## src/rtl/rope_game_pkg.sv

```systemverilog
// Shared types and constants for the tug-of-war engine: FSM state encoding,
// rope/score widths, button lane indices and a saturating score increment.
package rope_game_pkg;

  localparam int ROPE_W  = 10;
  localparam int SCORE_W = 4;
  localparam logic [SCORE_W-1:0] SCORE_MAX = 4'd15;

  localparam int N_BTN     = 3;
  localparam int BTN_START = 0;
  localparam int BTN_L     = 1;
  localparam int BTN_R     = 2;

  typedef enum logic [2:0] {
    IDLE      = 3'd0,
    COUNTDOWN = 3'd1,
    PLAY      = 3'd2,
    WIN_L     = 3'd3,
    WIN_R     = 3'd4
  } state_e;

  function automatic logic [SCORE_W-1:0] sat_inc(input logic [SCORE_W-1:0] s);
    return (s == SCORE_MAX) ? s : s + SCORE_W'(1);
  endfunction

endpackage

```

## src/rtl/rope_game_ctrl_if.sv

```systemverilog
// Player/frame inputs and renderer/scoreboard outputs of the game engine.
// master drives the buttons and frame tick; slave is the engine.
interface rope_game_ctrl_if;
  import rope_game_pkg::*;

  logic               i_start;
  logic               i_pull_l;
  logic               i_pull_r;
  logic               i_frame;
  logic [ROPE_W-1:0]  o_rope_loc;
  state_e             o_state;
  logic [1:0]         o_countdown;
  logic [SCORE_W-1:0] o_score_l;
  logic [SCORE_W-1:0] o_score_r;

  modport master (
    output i_start, i_pull_l, i_pull_r, i_frame,
    input  o_rope_loc, o_state, o_countdown, o_score_l, o_score_r
  );

  modport slave (
    input  i_start, i_pull_l, i_pull_r, i_frame,
    output o_rope_loc, o_state, o_countdown, o_score_l, o_score_r
  );

endinterface

```

## src/rtl/rope_edge_det.sv

```systemverilog
// One-bit rising-edge detector. The history flop resets low, so a level that is
// already high when reset releases is reported as a fresh press.
module rope_edge_det (
  input  logic clk,
  input  logic rstn,
  input  logic d_i,
  output logic rise_o
);

  logic prev_q;

  always_ff @(posedge clk or negedge rstn) begin
    if (!rstn) prev_q <= 1'b0;
    else       prev_q <= d_i;
  end

  assign rise_o = d_i & ~prev_q;

endmodule

```

## src/rtl/rope_game_ctrl.sv

```systemverilog
// Tug-of-war game engine: countdown, play and win phases paced by the frame tick.
// Optional `ROPE_DRIFT_EN: idle rope creeps 1 px toward centre every DRIFT_FRAMES ticks.
module rope_game_ctrl
  import rope_game_pkg::*;
#(
  parameter int CENTER       = 320,
  parameter int STEP         = 8,
  parameter int WIN_MARGIN   = 200,
  parameter int COUNT_FRAMES = 60,
  parameter int DRIFT_FRAMES = 30
) (
  input  logic clk,
  input  logic rstn,
  rope_game_ctrl_if.slave bus
);

  localparam logic signed [ROPE_W:0] LO_S   = (ROPE_W+1)'(CENTER - WIN_MARGIN);
  localparam logic signed [ROPE_W:0] HI_S   = (ROPE_W+1)'(CENTER + WIN_MARGIN);
  localparam logic signed [ROPE_W:0] STEP_S = (ROPE_W+1)'(STEP);
  localparam logic [ROPE_W-1:0]      CTR    = ROPE_W'(CENTER);

  localparam int CF_W = $clog2(COUNT_FRAMES > 1 ? COUNT_FRAMES : 2);
  localparam logic [CF_W-1:0] CF_LAST = CF_W'(COUNT_FRAMES - 1);

  // Button edges: one detector lane per input
  logic [N_BTN-1:0] btn, rise;
  assign btn = {bus.i_pull_r, bus.i_pull_l, bus.i_start};

  genvar g;
  generate
    for (g = 0; g < N_BTN; g++) begin : g_edge
      rope_edge_det u_det (
        .clk    (clk),
        .rstn   (rstn),
        .d_i    (btn[g]),
        .rise_o (rise[g])
      );
    end
  endgenerate

  state_e             state_q;
  logic [ROPE_W-1:0]  rope_q;
  logic [1:0]         cd_q;
  logic [CF_W-1:0]    frame_q;
  logic [SCORE_W-1:0] score_l_q, score_r_q;

`ifdef ROPE_DRIFT_EN
  localparam int DF_W = $clog2(DRIFT_FRAMES > 1 ? DRIFT_FRAMES : 2);
  localparam logic [DF_W-1:0] DF_LAST = DF_W'(DRIFT_FRAMES - 1);
  logic [DF_W-1:0] drift_q;
`endif

  // Next rope position in PLAY; clamped in 11-bit signed before truncation
  logic signed [ROPE_W:0] move_s, sum_s;
  logic [ROPE_W-1:0]      rope_d;
  logic                   press_any;

  always_comb begin
    move_s = '0;
    if (rise[BTN_L] && !rise[BTN_R])      move_s = -STEP_S;
    else if (rise[BTN_R] && !rise[BTN_L]) move_s = STEP_S;
    sum_s = $signed({1'b0, rope_q}) + move_s;
    if (sum_s < LO_S)      sum_s = LO_S;
    else if (sum_s > HI_S) sum_s = HI_S;
    rope_d    = sum_s[ROPE_W-1:0];
    press_any = rise[BTN_L] | rise[BTN_R];
  end

  always_ff @(posedge clk or negedge rstn) begin
    if (!rstn) begin
      state_q   <= IDLE;
      rope_q    <= CTR;
      cd_q      <= 2'd0;
      frame_q   <= '0;
      score_l_q <= '0;
      score_r_q <= '0;
`ifdef ROPE_DRIFT_EN
      drift_q   <= '0;
`endif
    end else begin
      case (state_q)
        IDLE, WIN_L, WIN_R: begin
          if (rise[BTN_START]) begin
            state_q <= COUNTDOWN;
            rope_q  <= CTR;
            frame_q <= '0;
            cd_q    <= 2'd3;
          end
        end

        COUNTDOWN: begin
          if (bus.i_frame) begin
            if (frame_q == CF_LAST) begin
              frame_q <= '0;
              if (cd_q == 2'd1) begin
                state_q <= PLAY;
                cd_q    <= 2'd0;
`ifdef ROPE_DRIFT_EN
                drift_q <= '0;
`endif
              end else begin
                cd_q <= cd_q - 2'd1;
              end
            end else begin
              frame_q <= frame_q + CF_W'(1);
            end
          end
        end

        PLAY: begin
          rope_q <= rope_d;
          if (sum_s <= LO_S) begin
            state_q   <= WIN_L;
            score_l_q <= sat_inc(score_l_q);
          end else if (sum_s >= HI_S) begin
            state_q   <= WIN_R;
            score_r_q <= sat_inc(score_r_q);
          end
`ifdef ROPE_DRIFT_EN
          // Only reached without a press, so rope_d == rope_q and drift can't win
          if (press_any) begin
            drift_q <= '0;
          end else if (bus.i_frame) begin
            if (drift_q == DF_LAST) begin
              drift_q <= '0;
              if (rope_q > CTR)      rope_q <= rope_q - ROPE_W'(1);
              else if (rope_q < CTR) rope_q <= rope_q + ROPE_W'(1);
            end else begin
              drift_q <= drift_q + DF_W'(1);
            end
          end
`endif
        end

        default: state_q <= IDLE;
      endcase
    end
  end

  assign bus.o_rope_loc  = rope_q;
  assign bus.o_state     = state_q;
  assign bus.o_countdown = cd_q;
  assign bus.o_score_l   = score_l_q;
  assign bus.o_score_r   = score_r_q;

endmodule

```

## src/flat_wrapper.sv

```systemverilog
// flat-port wrapper written by rule: the top's interface ports become plain ports
module rope_game_ctrl_flat import rope_game_pkg::*;
#(
  parameter int CENTER       = 320,
  parameter int STEP         = 8,
  parameter int WIN_MARGIN   = 200,
  parameter int COUNT_FRAMES = 60,
  parameter int DRIFT_FRAMES = 30
)
  (clk, rstn, bus_i_start, bus_i_pull_l, bus_i_pull_r, bus_i_frame, bus_o_rope_loc, bus_o_state, bus_o_countdown, bus_o_score_l, bus_o_score_r);
  rope_game_ctrl_if bus_i ();
  input  logic clk;
  input  logic rstn;
  input wire logic [$bits(bus_i.i_start)-1:0] bus_i_start;
  input wire logic [$bits(bus_i.i_pull_l)-1:0] bus_i_pull_l;
  input wire logic [$bits(bus_i.i_pull_r)-1:0] bus_i_pull_r;
  input wire logic [$bits(bus_i.i_frame)-1:0] bus_i_frame;
  output wire logic [$bits(bus_i.o_rope_loc)-1:0] bus_o_rope_loc;
  output wire logic [$bits(bus_i.o_state)-1:0] bus_o_state;
  output wire logic [$bits(bus_i.o_countdown)-1:0] bus_o_countdown;
  output wire logic [$bits(bus_i.o_score_l)-1:0] bus_o_score_l;
  output wire logic [$bits(bus_i.o_score_r)-1:0] bus_o_score_r;
  assign bus_i.i_start = bus_i_start;
  assign bus_i.i_pull_l = bus_i_pull_l;
  assign bus_i.i_pull_r = bus_i_pull_r;
  assign bus_i.i_frame = bus_i_frame;
  assign bus_o_rope_loc = bus_i.o_rope_loc;
  assign bus_o_state = bus_i.o_state;
  assign bus_o_countdown = bus_i.o_countdown;
  assign bus_o_score_l = bus_i.o_score_l;
  assign bus_o_score_r = bus_i.o_score_r;
  rope_game_ctrl #(.CENTER(CENTER), .STEP(STEP), .WIN_MARGIN(WIN_MARGIN), .COUNT_FRAMES(COUNT_FRAMES), .DRIFT_FRAMES(DRIFT_FRAMES)) u_core (.clk(clk), .rstn(rstn), .bus(bus_i));
endmodule
```

## config.mk

```make
export PLATFORM = sky130hd
export DESIGN_NAME = rope_game_ctrl_flat
export DESIGN_NICKNAME = d
export VERILOG_FILES = /design/src/rtl/rope_game_pkg.sv /design/src/rtl/rope_game_ctrl_if.sv /design/src/rtl/rope_edge_det.sv /design/src/rtl/rope_game_ctrl.sv /design/src/flat_wrapper.sv
export SDC_FILE = /design/constraint.sdc
export NUM_CORES = 1
export LEC_CHECK = 0
export BUFFER_PORTS_ARGS = -buffer_cell sky130_fd_sc_hd__buf_2
export CAP_MARGIN = 0
export CORE_UTILIZATION = 35
export DETAILED_ROUTE_END_ITERATION = 12
export MAX_ROUTING_LAYER = met4
export SLEW_MARGIN = 20
export SYNTH_ARGS = -nofsm -noshare
export SYNTH_HDL_FRONTEND = slang
export SYNTH_SLANG_ARGS = --single-unit
```

## constraint.sdc

```tcl
create_clock -name clk -period 5.1 [get_ports clk]
set_input_delay 0.51 -clock clk [delete_from_list [all_inputs] [get_ports clk]]
set_output_delay 0.51 -clock clk [all_outputs]
set_load 0.03 [all_outputs]
```

# After elaboration in Yosys (flattened, before gate mapping)
# Cells that the tools add are included.
# W data, S select, Z words.
# op_classes
n_mux,22
eq_ne,13
reduce_logical,14
order_cmp,4
addsub,5
bitwise_logic,9
# ops
op,n
$mux W11,3
$pmux W10 S2,1
$mux W3,6
$mux W6,3
$pmux W6 S2,1
$add A11 B11 Y11,1
$ge A11 B11 Y1 const B,1
$gt A11 B11 Y1 const B,1
$le A11 B8 Y1 const B,1
$lt A11 B8 Y1 const B,1
$mux W10,1
$pmux W3 S3,1
$add A4 B1 Y4 const B,2
$eq A4 B4 Y1 const B,2
$mux W2,4
$reduce_and A4 Y1,2
$add A6 B1 Y6 const B,1
$eq A3 B2 Y1 const B,2
$eq A6 B6 Y1 const B,1
$not A1 Y1,6
$reduce_and A3 Y1,2
$reduce_and A5 Y1,1
$mux W4,1
$ne A2 B1 Y1 const B,2
14 further kinds,20
# totals
register_bits,32
wordCells,76

# Depth between registers and ports, before layout
# Gate-level depths: netlist (run 1).
# logic_depth
word_depth,14
depth_mapped,14
ltp_nobuf,12

# Hierarchy
# Synthesis (run 1) repeated with hierarchy kept, for this count alone.
# hier_totals
cells_unflattened,220
hier_area_um2,2275.9
# by_module_without_submodules
module,area_each_um2,n_inst,seq_area_each_um2,cells_each
rope_game_ctrl,2159.6,1,728.2,214
rope_edge_det,38.8,3,25.0,2

# Worst setup path after synthesis (run 1)
# OpenSTA, ideal clock, no wires.
# synth_timing
path_type,input port to flip-flop
start,input bus_i_pull_l
end,register u_core.score_r_q[1] (netlist: u_core.bus.o_score_r[1])
slack_ps,1713
arrival_time_ps,3260
t_required_ps,4972
path_stages,14
path_cell_list,nor2b_1 ha_1 buf_4 buf_6 xor2_1 ha_1 a211o_1 nand3_1 a21o_1 and4bb_2 or4b_1 buf_2 nand3_2 mux2_1
# synth_via
elab_chain_len,12
elab_cells_between_ends,15
classes_between,add/sub: 1; order compare: 4; mux: 4; bitwise: 2; reduce/logical: 4
# synth_lines
element,line,rtl
"start, declared",flat_wrapper.sv:15,input wire logic [$bits(bus_i.i_pull_l)-1:0] bus_i_pull_l;
$and A1 B1 Y1 *,rope_edge_det.sv:17,assign rise_o = d_i & ~prev_q;
$logic_not A1 Y1,rope_game_ctrl.sv:61,else if (rise[BTN_R] && !rise[BTN_L]) move_s = STEP_S;
$logic_and A1 B1 Y1,rope_game_ctrl.sv:61,
$mux W4,rope_game_ctrl.sv:61,
$mux W11 *,rope_game_ctrl.sv:60,if (rise[BTN_L] && !rise[BTN_R]) move_s = -STEP_S;
$add A11 B11 Y11 *,rope_game_ctrl.sv:62,"sum_s = $signed({1'b0, rope_q}) + move_s;"
$gt A11 B11 Y1,rope_game_ctrl.sv:64,else if (sum_s > HI_S) sum_s = HI_S;
$mux W11,rope_game_ctrl.sv:64,
$mux W11 *,rope_game_ctrl.sv:63,if (sum_s < LO_S) sum_s = LO_S;
$le A11 B8 Y1,rope_game_ctrl.sv:112,if (sum_s <= LO_S) begin
$not A1 Y1 (no source line),n/a,
$reduce_and A4 Y1 (no source line) *,n/a,
"end signal, assigned",rope_game_ctrl.sv:117,score_r_q <= sat_inc(score_r_q);
"end, declared",rope_game_ctrl.sv:45,"logic [SCORE_W-1:0] score_l_q, score_r_q;"
# Every way passes the cells marked *; elsewhere a longest branch is shown, timed or not.
# A chain may end at the register's enable or synchronous reset.

# Worst setup path in the final report (run 1)
# layout_timing
start,register u_core.g_edge[1].u_det.prev_q
end,register u_core.score_r_q[1] (netlist: u_core.bus.o_score_r[1])
# layout_via
elab_chain_len,13
elab_cells_between_ends,16
classes_between,add/sub: 1; order compare: 4; mux: 4; bitwise: 3; reduce/logical: 4
# layout_lines
element,line,rtl
"start, declared",rope_edge_det.sv:10,logic prev_q;
"start signal, assigned",rope_edge_det.sv:14,else prev_q <= d_i;
$not A1 Y1 *,rope_edge_det.sv:17,
$and A1 B1 Y1 *,rope_edge_det.sv:17,
$logic_not A1 Y1,rope_game_ctrl.sv:61,
$logic_and A1 B1 Y1,rope_game_ctrl.sv:61,
$mux W4,rope_game_ctrl.sv:61,
$mux W11 *,rope_game_ctrl.sv:60,
$add A11 B11 Y11 *,rope_game_ctrl.sv:62,
$gt A11 B11 Y1,rope_game_ctrl.sv:64,
$mux W11,rope_game_ctrl.sv:64,
$mux W11 *,rope_game_ctrl.sv:63,
$le A11 B8 Y1,rope_game_ctrl.sv:112,
$not A1 Y1 (no source line),n/a,
$reduce_and A4 Y1 (no source line) *,n/a,
# Marks and branches as above.

==> flow_summary.json, run 1 <==
{
  "outcome": "finished clean",
  "drc": 0,
  "fin_nets": 257,
  "grt_max_degree": 33,
  "dp_hpwl_mm": 3.215,
  "fillCellCount": 578,
  "synth_edf_count": 0,
  "clock_path_buffers": 2,
  "rows": 27,
  "muxShareOfSynthArea_pct": 2.177,
  "timing.final.max_slew_violations": 0,
  "drive_above_1_share_pct": 21.31,
  "crit-reg2reg-launch": "u_core.g_edge[1].u_det.prev_q",
  "path_max_fanout": 20,
  "antenna_found_initial": 0,
  "regArea_um2": 803.3,
  "clock_latency_ns": 0.30,
  "track_usage_pct": 16.30,
  "vdd_drop_max_uv": 215.7,
  "cts-resized-gates": 0,
  "syn_nets": 237,
  "cp-start-kind": "flop",
  "synth_top_family_by_area": "compound AO/OA/AOI/OAI gates",
  "power.density_nw_per_um2": 377.6,
  "worstPathRequired_ns": 5.29,
  "yosysWarnings": 0,
  "wl_met1_mm": 2.316,
  "r2r_cells": 11,
  "cts_tree": "done",
  "syn_avg_cell_area_um2": 9.280,
  "worstSetupPathType": "reg -> reg",
  "worstPathArrival_ns": 3.80,
  "die_x_um": 78.90,
  "cap_violations": 0,
  "finalSetupViolCount": 0,
  "first_global_vias": 1647,
  "synth-seq-cells": 32,
  "final_common_cell": "dfrtp_1",
  "relSlewSlack_pct": 52.09,
  "grt_overflow": 0,
  "syn_inst": 223,
  "io_buffer_count": 28,
  "top_layer": "met4",
  "dr.pass1.iters": 6,
  "routabilityCongestion": 0.7901,
  "synth_ff_type": "dfrtp_1",
  "synth_compound_area_share_pct": 23.16,
  "vias_per_cell": 5.538,
  "stdcell_area_um2": 2308,
  "initial_core_util_pct": 36.90,
  "path_clk_slew_ns": 0.07,
  "grt_pass1_wl_mm": 7.734,
  "synthDistinctLibCells": 60,
  "wl_met3_um": 180,
  "dieArea_um2": 6224,
  "placed_cell_area_um2": 2223,
  "p_leak_nw": 1.077,
  "fin_cells": 316,
  "synth_fa_ha_area_share_pct": 4.837,
  "cts_buffers": 5,
  "n_antenna_cell": 0,
  "root_buffer": "clkbuf_8",
  "wire_per_inst_um": 14.53,
  "rsz0062_at_grt": "no",
  "fmax_mhz": 276.4,
  "die_h_um": 78.90,
  "layout_common_cells": "30 x dfrtp_1, 28 x buf_2, 18 x nand2_1, 14 x o21ai_0, 13 x a21oi_1",
  "crit_path_end_kind": "flop",
  "synth_xor_area_share_pct": 3.386,
  "place_inst": 308,
  "min_path_type": "in -> async",
  "io_pins": 29,
  "finClkSkew_ns": 0.01002,
  "route.vias.total": 1750,
  "synth-simple-area-share_pct": 22.85,
  "seq_area_frac_synth_pct": 38.81,
  "synthArstFlopShare_pct": 100.0,
  "cts-htree-levels": 2,
  "power.total_mw": 0.8717,
  "cts_setup_buffers": 0,
  "antenna_left": 0,
  "rrSetupSlack_ns": 1.48,
  "period_needed_ns": 3.618,
  "multiInputGateArea_um2": 1167,
  "wl_met2_mm": 2.013,
  "critPathLaunch": "u_core.g_edge[1].u_det.prev_q",
  "tightest_slew_ns": 0.7187,
  "finalHoldViolCount": 0,
  "hold_buffers": 0,
  "rr_endpoint": "u_core.bus.o_score_r[1]",
  "syn_area_um2": 2069,
  "finalCritPeriodShare_pct": 70.95,
  "core_um2": 5608,
  "clkSinkCount": 32,
  "syn_to_final_growth_pct": 11.55,
  "drt-total-wl_mm": 4.590,
  "drtIter0Drc": 120,
  "setup_tns_ns": 0
}
[kinds of logic after synthesis]
group,after synthesis
flip-flops,32
buffers and inverters,21
XOR/XNOR,8
multiplexers,4
adder cells (fa/ha/maj),8
AO/OA/AOI/OAI,67
AND/OR/NAND/NOR,83
[power by group]
| part | internal [mW] | switching (mW) | total (mW) |
|---|---|---|---|
| Combinational | 0.118 | 0.196 | 0.314 |
| Clock | 0.0954 | 0.104 | 0.199 |
| Sequential | 0.300 | 0.0582 | 0.359 |
[registers in the layout (all words and copies together), names as in the netlist]
| register | count |
|---|---|
| u_core.bus.o_score_r | 4 |
| u_core.g_edge.u_det.prev_q | 3 |
| u_core.bus.o_rope_loc | 10 |
| u_core.bus.o_score_l | 4 |
| u_core.frame_q | 6 |
| u_core.bus.o_countdown | 2 |
| u_core.bus.o_state | 3 |
[worst max-delay path, stage by stage, from the launching register on]
cell	delay (ns)
dfrtp_1	0.36
nor2b_1	0.17
ha_1	0.61
xor2_1	0.15
ha_1	0.28
a211o_1	0.31
nand3_1	0.10
a21o_1	0.15
and4bb_2	0.30
or4b_1	0.61
nand3_2	0.14
mux2_1	0.32
[cell type report]
class	count	area share [%]
tap	72	3.902
clock inverter	2	0.5420
inverter	6	0.9756
sequential	32	34.80
clock buffer	6	3.144
timing repair buffer	28	6.070
multi-input combinational	170	50.57
[worst max path at each step]
stage / slack (ns) / to
2_1_floorplan: 1.71 / u_core.bus.o_score_r[1]
3_3_place_gp: 1.36 / u_core.bus.o_score_r[1]
3_5_place_dp: 1.24 / u_core.bus.o_score_r[1]
4_1_cts: 1.50 / u_core.bus.o_score_r[1]
5_1_grt: 1.25 / u_core.bus.o_score_r[1]
6_report: 1.48 / u_core.bus.o_score_r[1]
[Yosys cell counts (2+ instances only)]
library cell | count | share of area (%)
a211o_1 | 3 | 1.3
a211oi_1 | 2 | 0.73
a21o_1 | 5 | 1.8
a21oi_1 | 13 | 3.1
a21oi_2 | 2 | 0.85
a22oi_1 | 2 | 0.73
a31oi_1 | 2 | 0.60
a32o_1 | 3 | 1.5
a41oi_1 | 2 | 0.85
and2_1 | 4 | 1.2
and3_1 | 4 | 1.2
buf_2 | 6 | 1.5
clkbuf_1 | 5 | 0.91
dfrtp_1 | 30 | 36
dfstp_2 | 2 | 2.5
ha_1 | 8 | 4.8
inv_1 | 6 | 1.1
mux2_2 | 3 | 1.6
nand2_1 | 18 | 3.3
nand2b_1 | 7 | 2.1
nand3_1 | 11 | 2.7
nand4_1 | 3 | 0.91
nor2_1 | 8 | 1.5
nor2b_1 | 5 | 1.5
nor3_1 | 6 | 1.5
o21a_1 | 5 | 1.8
o21ai_0 | 14 | 3.4
o31ai_1 | 2 | 0.73
or2_2 | 2 | 0.60
or3_1 | 3 | 0.91
or4b_1 | 2 | 0.97
xnor2_1 | 4 | 1.7
xor2_1 | 4 | 1.7
[per-stage QoR]
stage	utilization [%]	hold slack, ns	worst slack [ns]
after CTS	41.16	0.2880	1.501
after floorplan	-	0.2144	1.713
final	41.16	0.2601	1.482
after global placement	39.65	0.5007	1.359
after detailed placement	39.65	0.4932	1.237
after global routing	41.16	0.3189	1.251
[layer usage]
layer,global-route usage (%),up-vias
met5,-,-
met4,6.545,0
met3,3.218,9
met2,24.52,40
met1,21.55,833
li1,-,868
No activity file was read; power rests on OpenSTA's default activity.
==> run 2: changes to the inputs <==
Clock period 5.1 ns to 3.2 ns, I/O delays scaled along.
==> run 2 against run 1 <==
Effect of this change: wire length rose by 0.24%; die area did not move; non-clock buffer count rose by 8; register-to-register slack got worse by 1.3 ns; first-iteration DRC count fell by 14%; global-route usage rose by 0.19 points; hold slack got worse by 0.18 ns; total power rose by 61%; final cell count rose by 2.5%; setup slack got worse by 1.3 ns.
==> flow_summary.json, run 2 (synthesized netlist as in run 1, its figures left out) <==
{
  "outcome": "finished clean",
  "dp_hpwl_mm": 3.382,
  "p_leak_nw": 1.128,
  "clock_latency_ns": 0.29,
  "io_pins": 29,
  "power.density_nw_per_um2": 589.7,
  "path_max_fanout": 6,
  "grt_pass1_wl_mm": 7.886,
  "finalCritPeriodShare_pct": 95.25,
  "antenna_left": 0,
  "fmax_mhz": 328.1,
  "clkSinkCount": 32,
  "drtIter0Drc": 103,
  "layout_common_cells": "30 x dfrtp_1, 28 x buf_2, 18 x nand2_1, 14 x o21ai_0, 12 x a21oi_1",
  "first_global_vias": 1675,
  "place_inst": 316,
  "cap_violations": 0,
  "track_usage_pct": 16.50,
  "vdd_drop_max_uv": 379.6,
  "cts-htree-levels": 2,
  "core_um2": 5608,
  "grt_max_degree": 33,
  "min_path_type": "in -> async",
  "wl_met3_um": 159,
  "route.vias.total": 1781,
  "hold_buffers": 0,
  "cp-start-kind": "flop",
  "worstSetupPathType": "reg -> reg",
  "fin_cells": 324,
  "finClkSkew_ns": 0.007789,
  "initial_core_util_pct": 36.90,
  "n_antenna_cell": 0,
  "die_x_um": 78.90,
  "drt-total-wl_mm": 4.601,
  "relSlewSlack_pct": 52.13,
  "rows": 27,
  "clock_path_buffers": 2,
  "final_util_pct": 42.53,
  "largest_register_ffs": 10,
  "setup_tns_ns": 0,
  "dieArea_um2": 6224,
  "worstPathArrival_ns": 3.23,
  "drive_above_1_share_pct": 26.19,
  "wl_met2_mm": 2.131,
  "wire_per_inst_um": 14.20,
  "tightest_slew_ns": 0.7180,
  "grt_overflow": 0,
  "dr.pass1.iters": 4,
  "routabilityCongestion": 0.8159,
  "syn_to_final_growth_pct": 15.24,
  "finalSetupViolCount": 0,
  "root_buffer": "clkbuf_8",
  "cts_tree": "done",
  "fin_nets": 265,
  "top_layer": "met4",
  "period_needed_ns": 3.048,
  "final_common_cell": "dfrtp_1",
  "worstPathRequired_ns": 3.38,
  "regArea_um2": 803.3,
  "timing.final.max_slew_violations": 0,
  "finalHoldViolCount": 0,
  "wl_met1_mm": 2.273,
  "crit_path_end_kind": "flop",
  "drc": 0,
  "antenna_found_initial": 0,
  "path_clk_slew_ns": 0.08,
  "vias_per_cell": 5.497,
  "rsz0062_at_grt": "no",
  "multiInputGateArea_um2": 1181,
  "cts_buffers": 5,
  "fillCellCount": 581,
  "die_h_um": 78.90,
  "io_buffer_count": 28
}
[run 2: timing repair]
item | CTS | global route
setup buffers | 0 | 0
endpoints found under the setup margin | 0 | 9
gates resized for setup | 0 | 4
[run 2: layout make-up]
cell class / instances / area share (%)
Multi-Input combinational cell: 170 / 49.53
Tap cell: 72 / 3.778
Inverter: 6 / 0.9444
Sequential cell: 32 / 33.68
Clock inverter: 3 / 0.7870
Timing Repair Buffer: 36 / 8.395
Clock buffer: 5 / 2.886
[run 2: stage by stage]
step / area [um^2] / setup slack (ns) / hold slack [ns] / total power [mW]
3_5_place_dp: 2286 / 0.07262 / 0.4237 / 1.098
5_1_grt: 2385 / 0.006584 / 0.1373 / 1.510
4_1_cts: 2374 / 0.1049 / 0.1097 / 1.414
6_report: 2385 / 0.1519 / 0.07789 / 1.406
3_3_place_gp: 2286 / 0.1105 / 0.4272 / 1.095
2_1_floorplan: 2072 / 0.01612 / 0.02441 / 0.9589
[run 2: worst paths after layout]
path                                               start                       endpoint  slack [ns]  depth (start not counted)
max                        u_core.g_edge[2].u_det.prev_q       u_core.bus.o_rope_loc[3]        0.15                         13
min                                                 rstn       u_core.bus.o_rope_loc[0]        0.08                          1
max reg2reg                u_core.g_edge[2].u_det.prev_q       u_core.bus.o_rope_loc[3]        0.15                         13
min reg2reg                            u_core.frame_q[3]              u_core.frame_q[3]        0.51                          1
max in group asynchronous                           rstn       u_core.bus.o_rope_loc[5]        2.65                          1
min in group clk                            bus_i_pull_l  u_core.g_edge[1].u_det.prev_q        0.15                          1
[run 2: where the power goes]
group	leakage (nW)	switching, mW	total [mW]	internal [mW]
sequential	0.407	0.0911	0.570	0.479
combinational	0.672	0.320	0.524	0.205
clock	0.0479	0.161	0.312	0.151
[run 2: metal layers]
| metal | vias to the layer above | track usage (%) |
|---|---|---|
| met4 | 0 | 3.818 |
| li1 | 892 | - |
| met3 | 4 | 3.563 |
| met1 | 858 | 21.38 |
| met2 | 27 | 26.43 |
| met5 | - | - |
[run 2: critical path, stage by stage (launching register included)]
cell and delay (ns):
dfrtp_1 0.37, nand2b_1 0.16, ha_1 0.28, inv_1 0.04, ha_2 0.18, buf_4 0.14
nand4b_1 0.09, nand4_1 0.16, a32o_2 0.28, and4bb_2 0.30, buf_4 0.14, or4b_4 0.49
a211oi_1 0.25, nor2_1 0.07
==> run 3: changes to the inputs <==
Settings changed: CELL_PAD_IN_SITES_DETAIL_PLACEMENT set to 0, CELL_PAD_IN_SITES_GLOBAL_PLACEMENT set to 2, CORE_UTILIZATION 35 to 34, PLACE_DENSITY_LB_ADDON set to 0.1, SETUP_SLACK_MARGIN set to 0.05, SYNTH_HIERARCHICAL set to 1.
==> run 3 against run 2 <==
Effect of this change: clock power increased by 3%; non-clock buffer count decreased by 1; global-route usage decreased by 0.17 points; final area increased by 9.1%; die area increased by 13%; critical path depth increased by 1; total power increased by 26%; setup slack improved by 0.097 ns; clock-buffer cell count increased by 1; largest power group is now combinational cells; highest routed layer unchanged.
==> flow_summary.json, run 3 <==
{
  "clock_path_buffers": 2,
  "syn_to_final_growth_pct": 14.29,
  "syn_nets": 234,
  "drt-total-wl_mm": 5.395,
  "crit-reg2reg-launch": "u_core/g_edge[2].u_det/prev_q",
  "io_buffer_count": 28,
  "grt_overflow": 0,
  "rrSetupSlack_ns": 0.25,
  "syn_inst": 220,
  "synth_top_cells_by_area": "dfrtp_1 33%, ha_1 4.4%, xnor2_1 3.5%, o41ai_2 2.9%, a21oi_1 2.6%",
  "drive_above_1_share_pct": 29.25,
  "synth_top_area_share_pct": 32.99,
  "setup_slack_ns": 0.2488,
  "largest_register_ffs": 10,
  "final_util_pct": 40.50,
  "muxShareOfSynthArea_pct": 2.969,
  "crit_path_end_kind": "flop",
  "place_ws_ns": 0.1800,
  "core_um2": 6422,
  "synthArstFlopShare_pct": 100.0,
  "worstPathArrival_ns": 3.10,
  "relSlewSlack_pct": 50.72,
  "synth_top_family_by_area": "compound AO/OA/AOI/OAI gates",
  "p_leak_nw": 1.198,
  "synth_edf_count": 0,
  "yosys.area.top_type": "dfrtp_1",
  "n_antenna_cell": 0,
  "vias_per_cell": 5.558,
  "period_needed_ns": 2.951,
  "cp-start-kind": "flop",
  "synth_fa_ha_area_share_pct": 4.398,
  "drc": 0,
  "antenna_found_initial": 0,
  "dr.pass1.iters": 4,
  "track_usage_pct": 16.33,
  "initial_core_util_pct": 35.44,
  "path_max_fanout": 6,
  "synth-simple-area-share_pct": 22.98,
  "die_h_um": 83.82,
  "power.density_nw_per_um2": 680.5,
  "io_pins": 29,
  "clock_latency_ns": 0.28,
  "grt_max_degree": 33,
  "vdd_drop_max_uv": 287.6,
  "seq_area_frac_synth_pct": 35.29,
  "routabilityCongestion": 0.7817,
  "clkSinkCount": 32,
  "timing.final.max_slew_violations": 0,
  "synth_common_cells": "30 x dfrtp_1, 15 x nand2_1, 14 x nor2_1, 12 x a21oi_1",
  "synth-seq-cells": 32,
  "cts_tree": "done",
  "synth.most_common_cell": "dfrtp_1",
  "wire_per_inst_um": 16.35,
  "root_buffer": "clkbuf_8",
  "finalSetupViolCount": 0,
  "cts-htree-levels": 2,
  "fin_nets": 266,
  "first_global_vias": 1769,
  "r2r_cells": 14,
  "synth_compound_area_share_pct": 23.80,
  "grt_pass1_wl_mm": 8.763,
  "hold_buffers": 0,
  "worstPathRequired_ns": 3.35,
  "grt-busiest-layer": "met2",
  "synthDistinctLibCells": 65,
  "grt.met2_usage_pct": 25.26,
  "tightest_slew_ns": 0.7391,
  "whs_ns": 0.09079,
  "finalHoldViolCount": 0,
  "syn_area_um2": 2276,
  "dp_hpwl_mm": 3.880,
  "syn_avg_cell_area_um2": 10.35,
  "antenna_left": 0,
  "yosysWarnings": 6,
  "drtIter0Drc": 72,
  "die_x_um": 83.82,
  "route.vias.total": 1834,
  "rr_endpoint": "u_core/bus.o_rope_loc[2]",
  "dieArea_um2": 7025,
  "grt_use_met1_pct": 21.03,
  "finClkSkew_ns": 0.008855,
  "rsz0062_at_grt": "no",
  "worstSetupPathType": "reg -> reg",
  "path_clk_slew_ns": 0.07,
  "cap_violations": 0,
  "cts_buffers": 5,
  "outcome": "finished clean",
  "min_path_type": "in -> async",
  "power.total_mw": 1.770,
  "synth_ff_type": "dfrtp_1",
  "final_common_cell": "dfrtp_1",
  "finalCritPeriodShare_pct": 92.23,
  "fmax_mhz": 338.8,
  "layout_common_cells": "30 x dfrtp_1, 28 x buf_2, 15 x nand2_1, 14 x nor2_1, 12 x a21oi_1",
  "met3_usage_pct": 3.660,
  "rows": 29,
  "setup_tns_ns": 0,
  "synth_xor_area_share_pct": 4.618
}
run 3: cell count changes in the layout (fill, tap and decap cells not counted), moves of 4 or more:
cell and change:
o21ai_0 -6, nand3_1 -5, a21o_1 -5, nor3_1 -4, nor2_1 +6, xnor2_1 +5
run 3: routing by layer:
metal | part of all wire, % | up-vias
met5 | 0 | -
met4 | 1.5 | 0
met3 | 3.2 | 10
met2 | 46 | 39
met1 | 49 | 896
li1 | - | 889
run 3: critical path, stage by stage (launching register included):
cell and delay (ns):
dfrtp_1 0.40, nor2b_4 0.10, inv_1 0.05, ha_1 0.26
inv_1 0.05, ha_1 0.16, ha_1 0.22, nand4_1 0.12
a211o_1 0.37, o41ai_2 0.06, xnor2_1 0.25, buf_4 0.23
a31oi_1 0.12, a31oi_1 0.32, nor2b_1 0.09
run 3: repair_timing:
action	4_1_cts	5_1_grt
resized for setup	0	3
endpoints found under the setup margin	0	4
setup buffers	0	0
run 3: final cells by class:
| cell class | instances | area [um^2] |
|---|---|---|
| Tap cell | 77 | 96.34 |
| Inverter | 9 | 33.78 |
| Fill cell | 662 | 3821 |
| Clock inverter | 2 | 10.01 |
| Clock buffer | 6 | 82.58 |
| Timing Repair Buffer | 35 | 192.7 |
| Multi-Input combinational cell | 169 | 1383 |
| Sequential cell | 32 | 803.3 |
run 3: cells by family after synthesis:
group / Yosys count
DFF: 32
AOI/OAI and AO/OA: 64
muxes: 5
buffers and inverters: 20
adders and majority gates: 8
and+or+nand+nor: 79
xor gates and xnor gates: 12
run 3: stage by stage:
stage          std cells  instance area (um^2)
4_1_cts              329                  2556
3_5_place_dp         321                  2464
5_1_grt              330                  2601
6_report             330                  2601
2_1_floorplan        220                  2276
3_3_place_gp         321                  2464
run 3: worst max-delay path by stage:
stage	start	to	cells past startpoint
CTS	u_core/g_edge[2].u_det/prev_q	u_core/bus.o_rope_loc[2]	13
global placement	bus_i_pull_r	u_core/bus.o_rope_loc[0]	14
floorplan	u_core/g_edge[2].u_det/prev_q	u_core/bus.o_score_r[1]	15
finish	u_core/g_edge[2].u_det/prev_q	u_core/bus.o_rope_loc[2]	14
global route	u_core/g_edge[2].u_det/prev_q	u_core/bus.o_score_r[1]	13
detailed placement	bus_i_pull_r	u_core/bus.o_rope_loc[2]	14
run 3: where the power goes:
part | switching (mW) | internal (mW)
Combinational | 0.485 | 0.311
Clock | 0.150 | 0.171
Sequential | 0.150 | 0.502
Total | 0.786 | 0.985
